===== src/rtl/cbi980_pkg.sv =====
// cbi980_pkg -- shared definitions for the cbi980 TX serializer.
//   slot_state_e  : frame state (idle, channel-0 slot, channel-1 slot)
//   RATE_W/OCT_W  : LCFR field widths (bit-clock rate, octets per slot)
//   OCT_MIN/MAX   : legal octet range; out-of-range requests are clamped
//   clamp_octets  : maps a raw octet request onto OCT_MIN..OCT_MAX
//   order_slot    : extracts the slot from a 32-bit word and arranges it so
//                   the first bit to transmit is bit 31 and later bits follow
//                   downward; bits below the slot are zero
package cbi980_pkg;

  localparam int unsigned RATE_W = 3;
  localparam int unsigned OCT_W  = 3;

  localparam logic [OCT_W-1:0] OCT_MIN = 3'd1;
  localparam logic [OCT_W-1:0] OCT_MAX = 3'd4;

  typedef enum logic [1:0] {
    ST_IDLE,
    ST_SLOT0,
    ST_SLOT1
  } slot_state_e;

  function automatic logic [OCT_W-1:0] clamp_octets(input logic [OCT_W-1:0] oct);
    logic [OCT_W-1:0] res;
    res = oct;
    if (oct < OCT_MIN) res = OCT_MIN;
    if (oct > OCT_MAX) res = OCT_MAX;
    return res;
  endfunction

  // oct must already be clamped (1..4), so the slot is 8..32 bits wide.
  function automatic logic [31:0] order_slot(input logic [31:0]      word,
                                             input logic [OCT_W-1:0] oct,
                                             input logic             rjust,
                                             input logic             lsb_first);
    logic [5:0]  nbits;
    logic [5:0]  pad;
    logic [31:0] ones;
    logic [31:0] slot;
    logic [31:0] res;
    nbits = {oct, 3'b000};
    pad   = 6'd32 - nbits;
    ones  = '1;
    // Slot value right-aligned in 'slot', upper bits zero.
    slot  = rjust ? (word & (ones >> pad)) : (word >> pad);
    // Full 32-bit reversal puts slot bit 0 at bit 31 and leaves the
    // unused low bits zero, which is exactly the LSB-first order.
    if (lsb_first) res = {<<{slot}};
    else           res = slot << pad;
    return res;
  endfunction

endpackage


===== src/rtl/cbi980_clkdiv.sv =====
// cbi980_clkdiv -- bit-clock divider for the cbi980 TX serializer.
//   clk, rst  : clock, asynchronous active-low reset
//   clear_i   : holds counter and sck at 0 (used while the serializer idles)
//   rate_i    : sck half-period is 2^rate_i clk cycles
//   tick_o    : counter at its maximum this cycle; sck toggles next cycle
//   fall_o    : tick where sck goes 1->0 next cycle
//   sck_o     : serial bit clock
module cbi980_clkdiv
  import cbi980_pkg::*;
(
  input  logic              clk,
  input  logic              rst,
  input  logic              clear_i,
  input  logic [RATE_W-1:0] rate_i,
  output logic              tick_o,
  output logic              fall_o,
  output logic              sck_o
);

  logic [6:0] cnt_q, cnt_d;
  logic [6:0] cnt_max;
  logic       sck_q, sck_d;

  always_comb begin
    cnt_max = 7'((8'd1 << rate_i) - 8'd1);
    tick_o  = !clear_i && (cnt_q == cnt_max);
    fall_o  = tick_o && sck_q;
    cnt_d   = cnt_q + 7'd1;
    sck_d   = sck_q;
    if (clear_i) begin
      cnt_d = '0;
      sck_d = 1'b0;
    end else if (tick_o) begin
      cnt_d = '0;
      sck_d = ~sck_q;
    end
  end

  always_ff @(posedge clk or negedge rst) begin
    if (!rst) begin
      cnt_q <= '0;
      sck_q <= 1'b0;
    end else begin
      cnt_q <= cnt_d;
      sck_q <= sck_d;
    end
  end

  assign sck_o = sck_q;

endmodule


===== src/rtl/cbi980_tx_serializer.sv =====
// cbi980_tx_serializer -- two-channel frame serializer (ws/sck/sd).
//   clk, rst              : clock, asynchronous active-low reset
//   en                    : transmit enable; checked at frame boundaries
//   mclk_rate             : sck half-period = 2^mclk_rate clk cycles
//   octet_cnt             : octets per slot (clamped to 1..4)
//   rjust, lsb_first      : slot placement within the word, bit order
//   t0_/t1_data, _valid   : channel FIFO head words and non-empty flags
//   t0_/t1_ready          : one-cycle pop strobe at slot entry
//   sck, ws, sd           : serial clock, word select, serial data
//   tx_unf                : per-channel underflow pulse (bit 1 = channel 1)
// Configuration is latched only on entry to the channel-0 slot.
module cbi980_tx_serializer
  import cbi980_pkg::*;
#(
  parameter int unsigned WORD_W = 32
) (
  input  logic              clk,
  input  logic              rst,
  input  logic              en,
  input  logic [2:0]        mclk_rate,
  input  logic [2:0]        octet_cnt,
  input  logic              rjust,
  input  logic              lsb_first,
  input  logic [WORD_W-1:0] t0_data,
  input  logic [WORD_W-1:0] t1_data,
  input  logic              t0_valid,
  input  logic              t1_valid,
  output logic              t0_ready,
  output logic              t1_ready,
  output logic              sck,
  output logic              ws,
  output logic              sd,
  output logic [1:0]        tx_unf
);

  slot_state_e       state_q, state_d;
  logic [RATE_W-1:0] rate_q, rate_d;
  logic [OCT_W-1:0]  oct_q, oct_d;
  logic              rjust_q, rjust_d;
  logic              lsb_q, lsb_d;
  logic [31:0]       sh_q, sh_d;
  logic [5:0]        bit_q, bit_d;
  logic              ws_q, ws_d;
  logic              rdy0_q, rdy0_d;
  logic              rdy1_q, rdy1_d;
  logic [1:0]        unf_q, unf_d;

  logic              div_tick, div_fall, div_sck;
  logic              adv, last_bit;
  logic              load0, load1;
  logic              ld_valid;
  logic [31:0]       ld_word;

  cbi980_clkdiv u_clkdiv (
    .clk     (clk),
    .rst     (rst),
    .clear_i (state_q == ST_IDLE),
    .rate_i  (rate_q),
    .tick_o  (div_tick),
    .fall_o  (div_fall),
    .sck_o   (div_sck)
  );

  always_comb begin
    state_d  = state_q;
    rate_d   = rate_q;
    oct_d    = oct_q;
    rjust_d  = rjust_q;
    lsb_d    = lsb_q;
    sh_d     = sh_q;
    bit_d    = bit_q;
    ws_d     = ws_q;
    rdy0_d   = 1'b0;
    rdy1_d   = 1'b0;
    unf_d    = '0;
    load0    = 1'b0;
    load1    = 1'b0;
    ld_valid = 1'b0;
    ld_word  = '0;
    adv      = div_tick && div_fall;
    last_bit = (bit_q == ({oct_q, 3'b000} - 6'd1));

    case (state_q)
      ST_IDLE: begin
        if (en) begin
          state_d = ST_SLOT0;
          load0   = 1'b1;
        end
      end
      ST_SLOT0: begin
        if (adv) begin
          if (last_bit) begin
            state_d = ST_SLOT1;
            load1   = 1'b1;
          end else begin
            sh_d  = {sh_q[30:0], 1'b0};
            bit_d = bit_q + 6'd1;
          end
        end
      end
      ST_SLOT1: begin
        if (adv) begin
          if (last_bit && en) begin
            state_d = ST_SLOT0;
            load0   = 1'b1;
          end else if (last_bit) begin
            state_d = ST_IDLE;
            sh_d    = '0;
            bit_d   = '0;
            ws_d    = 1'b0;
          end else begin
            sh_d  = {sh_q[30:0], 1'b0};
            bit_d = bit_q + 6'd1;
          end
        end
      end
      default: state_d = ST_IDLE;
    endcase

    if (load0) begin
      rate_d  = mclk_rate;
      oct_d   = clamp_octets(octet_cnt);
      rjust_d = rjust;
      lsb_d   = lsb_first;
    end

    // Slot entry: the first bit must appear together with the new ws and
    // ready, so the word is ordered using the configuration latched at
    // this same edge (the _d values).
    if (load0 || load1) begin
      ld_valid = load1 ? t1_valid : t0_valid;
      ld_word  = load1 ? t1_data[31:0] : t0_data[31:0];
      sh_d     = ld_valid ? order_slot(ld_word, oct_d, rjust_d, lsb_d) : '0;
      bit_d    = '0;
      ws_d     = load1;
      rdy0_d   = load0;
      rdy1_d   = load1;
      unf_d    = {load1 & ~ld_valid, load0 & ~ld_valid};
    end
  end

  always_ff @(posedge clk or negedge rst) begin
    if (!rst) begin
      state_q <= ST_IDLE;
      rate_q  <= '0;
      oct_q   <= OCT_MIN;
      rjust_q <= 1'b0;
      lsb_q   <= 1'b0;
      sh_q    <= '0;
      bit_q   <= '0;
      ws_q    <= 1'b0;
      rdy0_q  <= 1'b0;
      rdy1_q  <= 1'b0;
      unf_q   <= '0;
    end else begin
      state_q <= state_d;
      rate_q  <= rate_d;
      oct_q   <= oct_d;
      rjust_q <= rjust_d;
      lsb_q   <= lsb_d;
      sh_q    <= sh_d;
      bit_q   <= bit_d;
      ws_q    <= ws_d;
      rdy0_q  <= rdy0_d;
      rdy1_q  <= rdy1_d;
      unf_q   <= unf_d;
    end
  end

  assign sck      = div_sck;
  assign ws       = ws_q;
  assign sd       = sh_q[31];
  assign t0_ready = rdy0_q;
  assign t1_ready = rdy1_q;
  assign tx_unf   = unf_q;

endmodule


===== config.mk =====
export PLATFORM = sky130hd
export DESIGN_NAME = cbi980_tx_serializer
export DESIGN_NICKNAME = d
export VERILOG_FILES = /design/src/rtl/cbi980_pkg.sv /design/src/rtl/cbi980_clkdiv.sv /design/src/rtl/cbi980_tx_serializer.sv
export SDC_FILE = /design/constraint.sdc
export NUM_CORES = 1
export LEC_CHECK = 0
export CORE_AREA = 3 3 101 103
export CTS_BUF_LIST = sky130_fd_sc_hd__clkbuf_16
export CTS_CLUSTER_SIZE = 25
export DETAILED_ROUTE_END_ITERATION = 12
export DIE_AREA = 0 0 104 106
export PLACE_DENSITY = 0.8
export SLEW_MARGIN = 40
export SYNTH_ARGS = -nofsm -noshare
export SYNTH_HDL_FRONTEND = slang
export SYNTH_SLANG_ARGS = --single-unit

===== constraint.sdc =====
create_clock -name clk -period 7.07 [get_ports clk]
set_input_delay 0.707 -clock clk [delete_from_list [all_inputs] [get_ports clk]]
set_output_delay 0.707 -clock clk [all_outputs]
set_load 0.05 [all_outputs]

== Word-level counts from Yosys, hierarchy flattened ==
Cells that the tools add are included.
Word-level totals
  register bits: 61
  bits in latches: 0
  memories kept: 0
  memory bits (writable): 0
  output and inout port bits: 7
  memory bits (read-only): 0
  word-level logic and storage cells: 108
  bits of input ports: 77
Operators by class
  $lt $le $gt $ge: 2
  bitwise operators: 5
  mux-type cells: 50
  reductions and logical operators: 15
  divide/modulo/power cells: 0
  shifts and indexed selects: 4
  equal/unequal tests: 14
  multiply operators: 0
  add/subtract/negate cells: 5
Operators with widths (count)
  32-bit two-way mux: 10
  32-bit case mux with 2 select lines: 1
  6-bit two-way mux: 6
  32-bit AND: 1
  32-bit by 6-bit left shift with 32-bit output: 1
  32-bit by 6-bit >> shifter with 32-bit output: 1
  32-bit by 6-bit >> shifter with 32-bit output (first input constant): 1
  1-bit two-way mux: 18
  3-bit != test (second input constant): 5
  2-bit two-way mux: 7
  7-bit two-way mux: 2
  6-bit case mux with 2 select lines: 1
  5-bit AND reduction: 2
  3-bit two-way mux: 3
  2-bit != test (second input constant): 4
  2-bit nonzero test: 4
  7-bit by 1-bit adder with 7-bit output (second input constant): 1
  7-bit == test: 1
  1-bit by 3-bit left shift with 7-bit output (first input constant): 1
  7-bit by 1-bit subtractor with 7-bit output (second input constant): 1
  6-bit by 1-bit adder with 6-bit output (second input constant): 1
  6-bit == test: 1
  2-bit case mux with 3 select lines: 1
  6-bit by 1-bit subtractor with 6-bit output (second input constant): 1
  other kinds (15): 20

== Logic depth before layout (Yosys ltp) ==
Gate-level depths: netlist of run 1.
  word-level depth: 17
  mapped depth: 21
  gate-level depth less buffers: 18

== Hierarchy ==
From an unflattened synthesis of run 1, not the netlist that was laid out.
Unflattened totals
  cells, all modules: 685
  area total of the unflattened synthesis: 5323.9 µm²
By module, submodules not included
  cbi980_tx_serializer: sequential area each 1327.5 µm², instances 1, cells an instance 626, area an instance 4802.1 µm²
  cbi980_clkdiv: sequential area each 200.2 µm², instances 1, cells an instance 59, area an instance 521.8 µm²

== Worst setup path after synthesis of run 1 ==
No wires, ideal clock.
  kind: register to register
  start point: register oct_q[0]
  end point: register sh_q[12]
  path buffers: 3
  data arrival time: 4.926 ns
  library setup time: 0.126 ns
  path slack: 2.018 ns
  required time: 6.944 ns
  clock period less this slack: 5.052 ns
  stages on the path, launching flop included: 21
  path through: dfstp_2 > inv_1 > ha_1 > xor3_1 > nor4_4 > o211a_1 > a31oi_2 > inv_4 > mux2i_4 > clkbuf_1 > buf_1 > inv_1 > ha_1 > clkbuf_1 > inv_1 > o21a_1 > mux2i_1 > a21oi_1 > o221ai_1 > a22oi_1 > a221o_1
On the way
  longest elaborated chain between the ends: 15
  elaborated cells between the ends (all ways): 34
  those cells by class: 2 x add/sub; 5 x eq/ne; 3 x shift; 19 x mux; 1 x bitwise; 4 x reduce/logical
Ends and longest elaborated chain
  start, declared: RTL line cbi980_tx_serializer.sv:38  | logic [OCT_W-1:0] oct_q, oct_d;
  start signal, assigned: RTL line cbi980_tx_serializer.sv:158  | oct_q <= oct_d;
  6-bit by 1-bit subtractor with 6-bit output: RTL line cbi980_tx_serializer.sv:81  | last_bit = (bit_q == ({oct_q, 3'b000} - 6'd1));
  6-bit == test: RTL line cbi980_tx_serializer.sv:81
  1-bit logical AND: RTL line cbi980_tx_serializer.sv:103  | if (last_bit && en) begin
  1-bit two-way mux: RTL line cbi980_tx_serializer.sv:103
  1-bit two-way mux: RTL line cbi980_tx_serializer.sv:102  | if (adv) begin
  1-bit case mux with 2 select lines: RTL line cbi980_tx_serializer.sv:83  | case (state_q)
  3-bit two-way mux: RTL line cbi980_tx_serializer.sv:120  | if (load0) begin
  6-bit subtractor: RTL line cbi980_pkg.sv:42  | pad = 6'd32 - nbits;
  32-bit by 6-bit >> shifter with 32-bit output: RTL line cbi980_pkg.sv:45  | slot = rjust ? (word & (ones >> pad)) : (word >> pad);
  32-bit AND: RTL line cbi980_pkg.sv:45
  32-bit two-way mux: RTL line cbi980_pkg.sv:45
  32-bit by 6-bit left shift with 32-bit output: RTL line cbi980_pkg.sv:49  | else res = slot << pad;
  32-bit two-way mux: RTL line cbi980_pkg.sv:48  | if (lsb_first) res = {<<{slot}};
  32-bit two-way mux: RTL line cbi980_tx_serializer.sv:133  | sh_d = ld_valid ? order_slot(ld_word, oct_d, rjust_d, lsb_d) : '0;
  32-bit two-way mux: RTL line cbi980_tx_serializer.sv:130  | if (load0 || load1) begin
  end signal, assigned: RTL line cbi980_tx_serializer.sv:149  | sh_q <= '0;
  end signal, assigned: RTL line cbi980_tx_serializer.sv:161  | sh_q <= sh_d;
  end, declared: RTL line cbi980_tx_serializer.sv:41  | logic [31:0] sh_q, sh_d;
Parallel ways exist; a longest one is shown, timed or not. The select of a mux whose other input is x is not followed.
A chain may end at the register's enable or synchronous reset.

== Worst setup path in the final report of run 1 ==
  start point: register oct_q[0]
  end point: register sh_q[28]
The elaborated chain is that of the path after synthesis.

==> results of run 1 <==
## logic make-up after synthesis
| logic type | after synthesis | synth area share, % |
|---|---|---|
| AND/OR/NAND/NOR | 229 | 21.52 |
| AO/OA/AOI/OAI | 193 | 26.60 |
| buffers and inverters | 61 | 5.819 |
| flip-flops | 61 | 29.85 |
| multiplexers | 60 | 12.47 |
| XOR/XNOR | 13 | 2.518 |
| adder cells (fa/ha/maj) | 5 | 1.222 |
## state kept, by name, summed over array words and instances, names as in the netlist
register	flops
sh_q	32
u_clkdiv.cnt_q	7
bit_q	6
oct_q	3
rate_q	3
state_q	2
tx_unf	2
lsb_q	1
rjust_q	1
t0_ready	1
t1_ready	1
u_clkdiv.sck_o	1
ws	1
## how the worst min path moves through the flow
stage | endpoint | slack, ns | cells past startpoint
global route | sh_q[26] | 0.49 | 2
finish | u_clkdiv.sck_o | 0.44 | 2
floorplan | bit_q[0] | 0.41 | 0
CTS | sh_q[26] | 0.47 | 2
detailed placement | sh_q[26] | 0.46 | 2
global placement | sh_q[26] | 0.45 | 2
## cells in the mapped netlist, drive strengths merged (6+ instances only)
cell / number / area share, %
nor3: 16 / 1.9
o31ai: 7 / 1.0
buf: 20 / 2.7
inv: 20 / 1.5
o221ai: 11 / 1.9
nand2: 72 / 5.5
a31oi: 10 / 1.3
and3: 10 / 1.2
a21oi: 51 / 5.1
nor4: 6 / 1.1
mux2i: 50 / 10
o21ai: 29 / 2.9
xnor2: 8 / 1.4
o211ai: 11 / 2.0
a221oi: 9 / 1.5
mux2: 10 / 2.2
o21a: 9 / 1.3
nand3: 28 / 2.7
dfrtp: 60 / 29
nor2: 67 / 5.1
clkbuf: 20 / 1.5
a211oi: 6 / 0.88
o22ai: 8 / 0.98
## area by class of cell
class | count | area, sq um
multi-input cells | 500 | 3311
fillers | 785 | 2998
flip-flops and latches | 61 | 1528
repair buffers | 93 | 904.6
clock buffers | 9 | 225.2
well taps | 129 | 161.4
inverters | 21 | 82.58
clock inverters | 7 | 73.82
## critical path, cell delays in order, from the launching register on
cell and delay (ns):
dfstp_2 0.58, inv_1 0.09, ha_1 0.20, xor3_1 0.41, nor4_4 0.44, o211a_1 0.27, a31oi_2 0.30, inv_4 0.25
mux2i_4 0.26, buf_4 0.39, clkinv_2 0.70, nand3_1 0.50, o221ai_1 0.25, a22oi_1 0.39, o22ai_1 0.17, nand3_1 0.11
## per-layer routing
layer,track usage (%),vias to the layer above,routed length [um]
met2,55.90,456,8931
met5,0,-,0
met4,15.67,0,937
met1,46.62,2638,7414
met3,7.407,86,2264
li1,-,2460,-
## metrics by stage
stage               utilization (%)  cells  hold slack, ns
finish                        67.71    820          0.4429
global route                  67.71    820          0.4947
CTS                           67.66    820          0.4722
detailed placement            64.43    804          0.4589
global placement              64.39    804          0.4525
floorplan                         -    622          0.4114
## report_power, final
group          switching [mW]  internal [mW]  leakage, nW
Combinational           0.334          0.238         1.61
Sequential             0.0998          0.464        0.762
Clock                   0.180          0.274        0.146
Total                   0.614          0.976         2.51
==> impl_metrics.env, run 1 <==
export IMPL_synth_edf_count=0
export IMPL_drive_gt1_share_pct=9.986
export IMPL_grt_usage_pct=35.26
export IMPL_fmax_mhz=185.2
export IMPL_core_area_sq_mm=0.009284
export IMPL_wirelength_um=19550
export IMPL_p_per_area_mw_per_mm2=253.0
export IMPL_finalInstanceArea_sq_mm=0.006286
export IMPL_gp_congestion=1.068
export IMPL_period_minus_slack_ns=5.399
export IMPL_ant_nets=0
export IMPL_timing_rr_start="oct_q[0]"
export IMPL_tightest_slew_ns=0.9368
export IMPL_io_pins=84
export IMPL_outcome="finished clean"
export IMPL_area_growth_pct=22.84
export IMPL_netlist_instances=622
export IMPL_grt_pass1_vias=5392
export IMPL_cts_sinks=61
export IMPL_hold_viol=0
export IMPL_power_total_mw=1.590
export IMPL_htreeDepth=3
export IMPL_cts_buffers_inserted=9
export IMPL_start_kind="flop"
export IMPL_cts_hold_buf=0
export IMPL_initial_core_util_pct=55.12
export IMPL_peakVddDrop_mv=0.1287
export IMPL_reg2reg_depth=15
export IMPL_layout_commonest_cell="clkdlybuf4s50_1"
export IMPL_dpl_cell_area_sq_mm=0.005982
export IMPL_insertion_delay_ns=0.34
export IMPL_post_cts_resized=0
export IMPL_cts_tree="built"
export IMPL_ys_types=77
export IMPL_grt_max_degree=62
export IMPL_place_ws_ns=1.854
export IMPL_n_antenna_cell=0
export IMPL_setup_slack_ns=1.671
export IMPL_dp_hpwl_um=14040
export IMPL_slew_viol_final=0
export IMPL_cp_end_kind="flop"
export IMPL_seq_area_frac_synth_pct=29.85
export IMPL_drc_errors=0
export IMPL_cp_endpoint="sh_q[28]"
export IMPL_synthFlopType="dfrtp_1"
export IMPL_crit_fanout=51
export IMPL_worstPathArrival_ns=5.66
export IMPL_setup_tns_ns=0
export IMPL_leakage_nw=2.513
export IMPL_layout_nets=768
export IMPL_grt_setup_unrepaired="no"
export IMPL_clockBufferDepth=2
export IMPL_wl_per_cell_um=23.84
export IMPL_worst_r2r_endpoint="sh_q[28]"
export IMPL_rows=35
export IMPL_grt_first_pass_wirelength_um=30660
export IMPL_syn_nets=704
export IMPL_post_cts_setup_buffer_count=0
export IMPL_maxCapViolations=0
export IMPL_antenna_found_initial=0
export IMPL_firstDrtPassIters=7
export IMPL_port_buffers=83
export IMPL_final_cell_mix="clkdlybuf4s50_1, nand2_1, nor2_1"
export IMPL_synth_seq_cells=61
export IMPL_synth_cell_area_sq_mm=0.005117
export IMPL_required_ns=7.34
export IMPL_vias=5640
export IMPL_yosysWarnings=0
export IMPL_regToRegSetupSlack_ns=1.67
export IMPL_die_h_um=106
export IMPL_slew_headroom_pct=37.01
export IMPL_finalSetupViolCount=0
export IMPL_fin_skew_ns=0.007194
export IMPL_die_x_um=104
export IMPL_grt_overflow=0
export IMPL_root_buffer="clkbuf_16"
export IMPL_syn_avg_cell_area_sq_um=8.227
export IMPL_die_area_sq_mm=0.01102
export IMPL_path_clk_slew_ns=0.06
export IMPL_worstHoldPathType="in2async"
export IMPL_startpoint="oct_q[0]"
export IMPL_async_flop_share_pct=100.0
export IMPL_period_share_pct=76.36
export IMPL_drtIter0Drc=1072
export IMPL_avgViaCountPerCell=6.878
export IMPL_criticalPathCategory="reg2reg"
Note: power is estimated with default switching activity, not from simulation.
==> inputs of run 2 (changes only) <==
==> constraint.sdc (replaced) <==
create_clock -name clk -period 5.4 [get_ports clk]
set_input_delay 0.54 -clock clk [delete_from_list [all_inputs] [get_ports clk]]
set_output_delay 0.54 -clock clk [all_outputs]
set_load 0.05 [all_outputs]
==> run 2 against run 1 <==
  * Die area unchanged
  * Register-to-register slack worse by 1.2 ns
  * First-iteration DRC count down 31%
  * Highest routed layer unchanged
  * Flip-flop and latch count unchanged
  * Combinational power up 31%
  * Sequential share of layout area down 0.27 points
  * Clock-buffer cell count unchanged
  * Clock power up 31%
==> impl_metrics.env, run 2 (synthesis gave the netlist of run 1 again) <==
export IMPL_clkPwrFrac_pct=28.4
export IMPL_dp_cells=814
export IMPL_slew_headroom_pct=39.62
export IMPL_layout_nets=778
export IMPL_vias=5628
export IMPL_dp_hpwl_um=14350
export IMPL_critical_path_max_stage_delay_ns=0.63
export IMPL_p_per_area_mw_per_mm2=328.5
export IMPL_clockBufferDepth=2
export IMPL_antenna_found_initial=0
export IMPL_seqPwrFrac_pct=35.6
export IMPL_wl_per_cell_um=23.57
export IMPL_p_int_mw=1.283
export IMPL_drtIter0Drc=737
export IMPL_slew_viol_final=0
export IMPL_cts_sinks=61
export IMPL_die_h_um=106
export IMPL_cp_top_family="compound AO/OA/AOI/OAI gates"
export IMPL_core_area_sq_mm=0.009284
export IMPL_maxCapViolations=0
export IMPL_cts_tree="built"
export IMPL_instances_no_fill=830
export IMPL_required_ns=5.61
export IMPL_io_pins=84
export IMPL_wirelength_um=19570
export IMPL_period_minus_slack_ns=4.973
export IMPL_cp_depth=14
export IMPL_n_antenna_cell=0
export IMPL_die_area_sq_mm=0.01102
export IMPL_fin_skew_ns=0.006759
export IMPL_crit_buf_inv=3
export IMPL_crit_fanout=21
export IMPL_crit_path_frequent_cell="mux2i_1"
export IMPL_grt_usage_pct=35.80
export IMPL_grt_max_degree=62
export IMPL_cts_hold_buf=0
export IMPL_post_cts_setup_buffer_count=0
export IMPL_final_cell_mix="clkdlybuf4s50_1, nand2_1, nor2_1"
export IMPL_largestRegisters="sh_q x32, u_clkdiv.cnt_q x7, bit_q x6"
export IMPL_ant_nets=0
export IMPL_criticalPathCategory="reg2reg"
export IMPL_cts_buffers_inserted=9
export IMPL_htreeDepth=3
export IMPL_insertion_delay_ns=0.34
export IMPL_dpl_cell_area_sq_mm=0.006053
export IMPL_place_ws_ns=0.6013
export IMPL_start_kind="flop"
export IMPL_path_clk_slew_ns=0.06
export IMPL_p_sw_share_pct=38.54
export IMPL_power_total_mw=2.088
export IMPL_hold_viol=0
export IMPL_grt_first_pass_wirelength_um=31060
export IMPL_worst_hold_slack_ns=0.2794
export IMPL_initial_core_util_pct=55.12
export IMPL_leakage_nw=2.548
export IMPL_path_cells="inv_1, ha_1, xor3_1, nor4_4, o211ai_1, nor2_4, nand2_2, inv_2, buf_4, mux2i_1, nor4_1, a211oi_1, mux2i_1, a221o_1"
export IMPL_layout_commonest_cell="clkdlybuf4s50_1"
export IMPL_finalInstanceArea_sq_mm=0.006357
export IMPL_grt_overflow=0
export IMPL_largest_register_ffs=32
export IMPL_final_util_pct=68.48
export IMPL_setup_tns_ns=0
export IMPL_top_register="sh_q"
export IMPL_setup_slack_ns=0.4267
export IMPL_root_buffer="clkbuf_16"
export IMPL_fmax_mhz=201.1
export IMPL_cp_end_kind="flop"
export IMPL_gp_congestion=1.032
export IMPL_finalSetupViolCount=0
export IMPL_power_share_combinational_pct=36.0
export IMPL_worstHoldPathType="in2async"
export IMPL_avgViaCountPerCell=6.781
export IMPL_reg2reg_depth=14
export IMPL_peakVddDrop_mv=0.1724
export IMPL_area_growth_pct=24.23
export IMPL_tightest_slew_ns=0.9056
export IMPL_grt_pass1_vias=5539
export IMPL_drc_errors=0
export IMPL_drive_gt1_share_pct=10.98
export IMPL_crit_slowest_cell="mux2i_1"
export IMPL_outcome="finished clean"
export IMPL_rows=35
export IMPL_port_buffers=83
export IMPL_period_share_pct=92.10
export IMPL_grt_setup_unrepaired="no"
export IMPL_firstDrtPassIters=6
export IMPL_die_x_um=104
export IMPL_p_switching_mw=0.8047
export IMPL_post_cts_resized=0
export IMPL_worstPathArrival_ns=5.19
==> run 2: final cells by class <==
| cell class | instances | area (sq um) |
|---|---|---|
| tap | 129 | 161.4 |
| inverter | 21 | 82.58 |
| fill | 763 | 2927 |
| timing repair buffer | 103 | 979.7 |
| multi-input combinational | 500 | 3306 |
| clock inverter | 7 | 75.07 |
| sequential | 61 | 1528 |
| clock buffer | 9 | 225.2 |
==> run 2: per-layer routing <==
layer / track usage, % / share of wire (%) / vias to the layer above
met5: 0 / 0 / -
met4: 14.91 / 4.7 / 0
met3: 9.897 / 10 / 93
met2: 58.26 / 46 / 409
met1: 44.89 / 39 / 2650
li1: - / - / 2476
==> run 2: path summary, 6_finish.rpt <==
check | start | to | slack (ns)
max reg2reg | oct_q[0] | sh_q[11] | 0.43
max | oct_q[0] | sh_q[11] | 0.43
max in group asynchronous | rst | t0_ready | 4.70
min in group clk | sh_q[26] | sh_q[26] | 0.47
min | rst | u_clkdiv.cnt_q[0] | 0.28
min reg2reg | sh_q[26] | sh_q[26] | 0.47
==> run 2: worst reg2reg max path, stage by stage, from the launching register on <==
cell      delay, ns
dfstp_2        0.58
inv_1          0.09
ha_1           0.20
xor3_1         0.40
nor4_4         0.44
o211ai_1       0.28
nor2_4         0.24
nand2_2        0.13
inv_2          0.42
buf_4          0.39
mux2i_1        0.64
nor4_1         0.11
a211oi_1       0.38
mux2i_1        0.21
a221o_1        0.33
==> run 2: power by group through the flow <==
stage,combinational (mW),sequential (mW),clock (mW)
after floorplan,0.487,0.716,0
after global placement,0.707,0.730,0
after detailed placement,0.729,0.738,0
after CTS,0.732,0.734,0.589
after global routing,0.811,0.756,0.616
final,0.752,0.743,0.593
==> inputs of run 3 (changes only) <==
--- a/config.mk
+++ b/config.mk
@@ -5,12 +5,12 @@
 export SDC_FILE = /design/constraint.sdc
 export NUM_CORES = 1
 export LEC_CHECK = 0
-export CORE_AREA = 3 3 101 103
+export CORE_AREA = 3 3 106 108
 export CTS_BUF_LIST = sky130_fd_sc_hd__clkbuf_16
 export CTS_CLUSTER_SIZE = 25
 export DETAILED_ROUTE_END_ITERATION = 12
-export DIE_AREA = 0 0 104 106
-export PLACE_DENSITY = 0.8
+export DIE_AREA = 0 0 109 111
+export PLACE_DENSITY = 0.74
 export SLEW_MARGIN = 40
 export SYNTH_ARGS = -nofsm -noshare
 export SYNTH_HDL_FRONTEND = slang
==> run 3 against run 2 <==
  * Combinational power is 1% lower
  * Die area is 9.8% higher
  * First-iteration DRC count down 0.95%
  * Cell area increased by 0.53%
  * Power rose by 0.26%
  * Critical path depth up 4
  * Clock skew shrank 0.00092 ns
  * Critical path type unchanged
  * Critical endpoint is now sh_q[23]
  * Highest routed layer unchanged
==> impl_metrics.env, run 3 (synthesis gave the netlist of run 1 again) <==
export IMPL_outcome="finished clean"
export IMPL_insertion_delay_ns=0.33
export IMPL_cp_end_kind="flop"
export IMPL_p_switching_mw=0.7711
export IMPL_largestRegisters="sh_q x32, u_clkdiv.cnt_q x7, bit_q x6"
export IMPL_power_total_mw=2.094
export IMPL_p_per_area_mw_per_mm2=327.6
export IMPL_maxCapViolations=0
export IMPL_die_area_sq_mm=0.01210
export IMPL_setup_tns_ns=0
export IMPL_grt_usage_pct=32.58
export IMPL_antenna_found_initial=0
export IMPL_path_clk_slew_ns=0.06
export IMPL_area_growth_pct=24.89
export IMPL_n_antenna_cell=0
export IMPL_port_buffers=83
export IMPL_die_h_um=111
export IMPL_fillCellCount=898
export IMPL_core_area_sq_mm=0.01032
export IMPL_start_kind="flop"
export IMPL_setup_slack_ns=0.3979
export IMPL_hold_viol=0
export IMPL_leakage_nw=2.572
export IMPL_cts_hold_buf=0
export IMPL_grt_pass1_vias=5506
export IMPL_dp_hpwl_um=14390
export IMPL_ant_nets=0
export IMPL_crit_fanout=33
export IMPL_place_ws_ns=0.5486
export IMPL_io_pins=84
export IMPL_timing_rr_start="oct_q[0]"
export IMPL_period_minus_slack_ns=5.002
export IMPL_gp_congestion=0.9937
export IMPL_peakVddDrop_mv=0.1978
export IMPL_slew_viol_final=0
export IMPL_grt_setup_unrepaired="no"
export IMPL_fmax_mhz=199.9
export IMPL_tightest_slew_ns=0.7777
export IMPL_fin_skew_ns=0.005841
export IMPL_wirelength_um=19410
export IMPL_htreeDepth=3
export IMPL_final_cell_mix="clkdlybuf4s50_1, nand2_1, nor2_1"
export IMPL_seqPwrFrac_pct=35.3
export IMPL_clockBufferDepth=2
export IMPL_largest_register_ffs=32
export IMPL_avgViaCountPerCell=6.645
export IMPL_criticalPathCategory="reg2reg"
export IMPL_rows=37
export IMPL_finalSetupViolCount=0
export IMPL_layout_commonest_cell="clkdlybuf4s50_1"
export IMPL_root_buffer="clkbuf_16"
export IMPL_cts_buffers_inserted=9
export IMPL_worstPathArrival_ns=5.20
export IMPL_worst_hold_slack_ns=0.2642
export IMPL_required_ns=5.60
export IMPL_drc_errors=0
export IMPL_cts_tree="built"
export IMPL_post_cts_resized=0
export IMPL_power_share_combinational_pct=35.5
export IMPL_p_sw_share_pct=36.83
export IMPL_regToRegSetupSlack_ns=0.40
export IMPL_period_share_pct=92.63
export IMPL_clkPwrFrac_pct=29.1
export IMPL_p_int_mw=1.323
export IMPL_top_register="sh_q"
export IMPL_post_cts_setup_buffer_count=0
export IMPL_startpoint="oct_q[0]"
export IMPL_initial_core_util_pct=49.57
export IMPL_multi_input_area_sq_mm=0.003306
export IMPL_grt_first_pass_wirelength_um=30570
export IMPL_grt_max_degree=62
export IMPL_grt_overflow=0
export IMPL_die_x_um=109
export IMPL_wl_per_cell_um=23.19
export IMPL_regArea_sq_mm=0.001528
export IMPL_layout_nets=779
export IMPL_drtIter0Drc=730
export IMPL_vias=5562
export IMPL_final_util_pct=61.91
export IMPL_drive_gt1_share_pct=10.56
export IMPL_cts_sinks=61
export IMPL_firstDrtPassIters=5
export IMPL_worstHoldPathType="in2async"
export IMPL_slew_headroom_pct=46.67
[run 3: layout make-up]
class,instances,share of cell area [%]
Timing Repair Buffer,104,15.64
Multi-Input combinational cell,500,51.72
Inverter,21,1.292
Clock buffer,9,3.524
Clock inverter,6,1.253
Tap cell,136,2.662
Sequential cell,61,23.90
[run 3: final timing paths]
| path | to | depth (start not counted) |
|---|---|---|
| worst max register to register | sh_q[23] | 18 |
| worst max-delay path | sh_q[23] | 18 |
| max in group asynchronous | sh_q[24] | 2 |
| worst min register to register | sh_q[2] | 1 |
| worst min-delay path | u_clkdiv.cnt_q[6] | 2 |
| min in group clk | sh_q[2] | 1 |
[run 3: stage by stage]
stage | instance area, sq um | instances
after floorplan | 5117 | 622
after global placement | 6082 | 822
after detailed placement | 6082 | 822
after CTS | 6387 | 837
after global routing | 6391 | 837
final | 6391 | 837
[run 3: power by group through the flow]
stage	clock network [mW]	logic [mW]	registers, mW
finish	0.610	0.744	0.739
global placement	0	0.710	0.734
floorplan	0	0.487	0.716
CTS	0.618	0.730	0.733
detailed placement	0	0.725	0.738
global route	0.639	0.811	0.755
[run 3: metal layers]
metal / global-route usage, % / part of all wire [%]
met1: 40.33 / 39
met2: 53.64 / 48
met3: 5.300 / 7.7
met4: 16.92 / 5.1
met5: 0 / 0
[run 3: worst max-delay path, cell delays in order (launching register included)]
cell and delay (ns):
dfstp_2 0.58, inv_1 0.09, ha_1 0.21, xor3_1 0.40
nor4_4 0.42, o211a_1 0.26, a31oi_2 0.14, inv_4 0.17
mux2_2 0.36, inv_1 0.09, ha_1 0.15, buf_4 0.35
a21oi_1 0.12, mux2i_1 0.60, a21oi_1 0.21, o211ai_2 0.20
inv_1 0.08, a221oi_1 0.27, a31oi_1 0.13
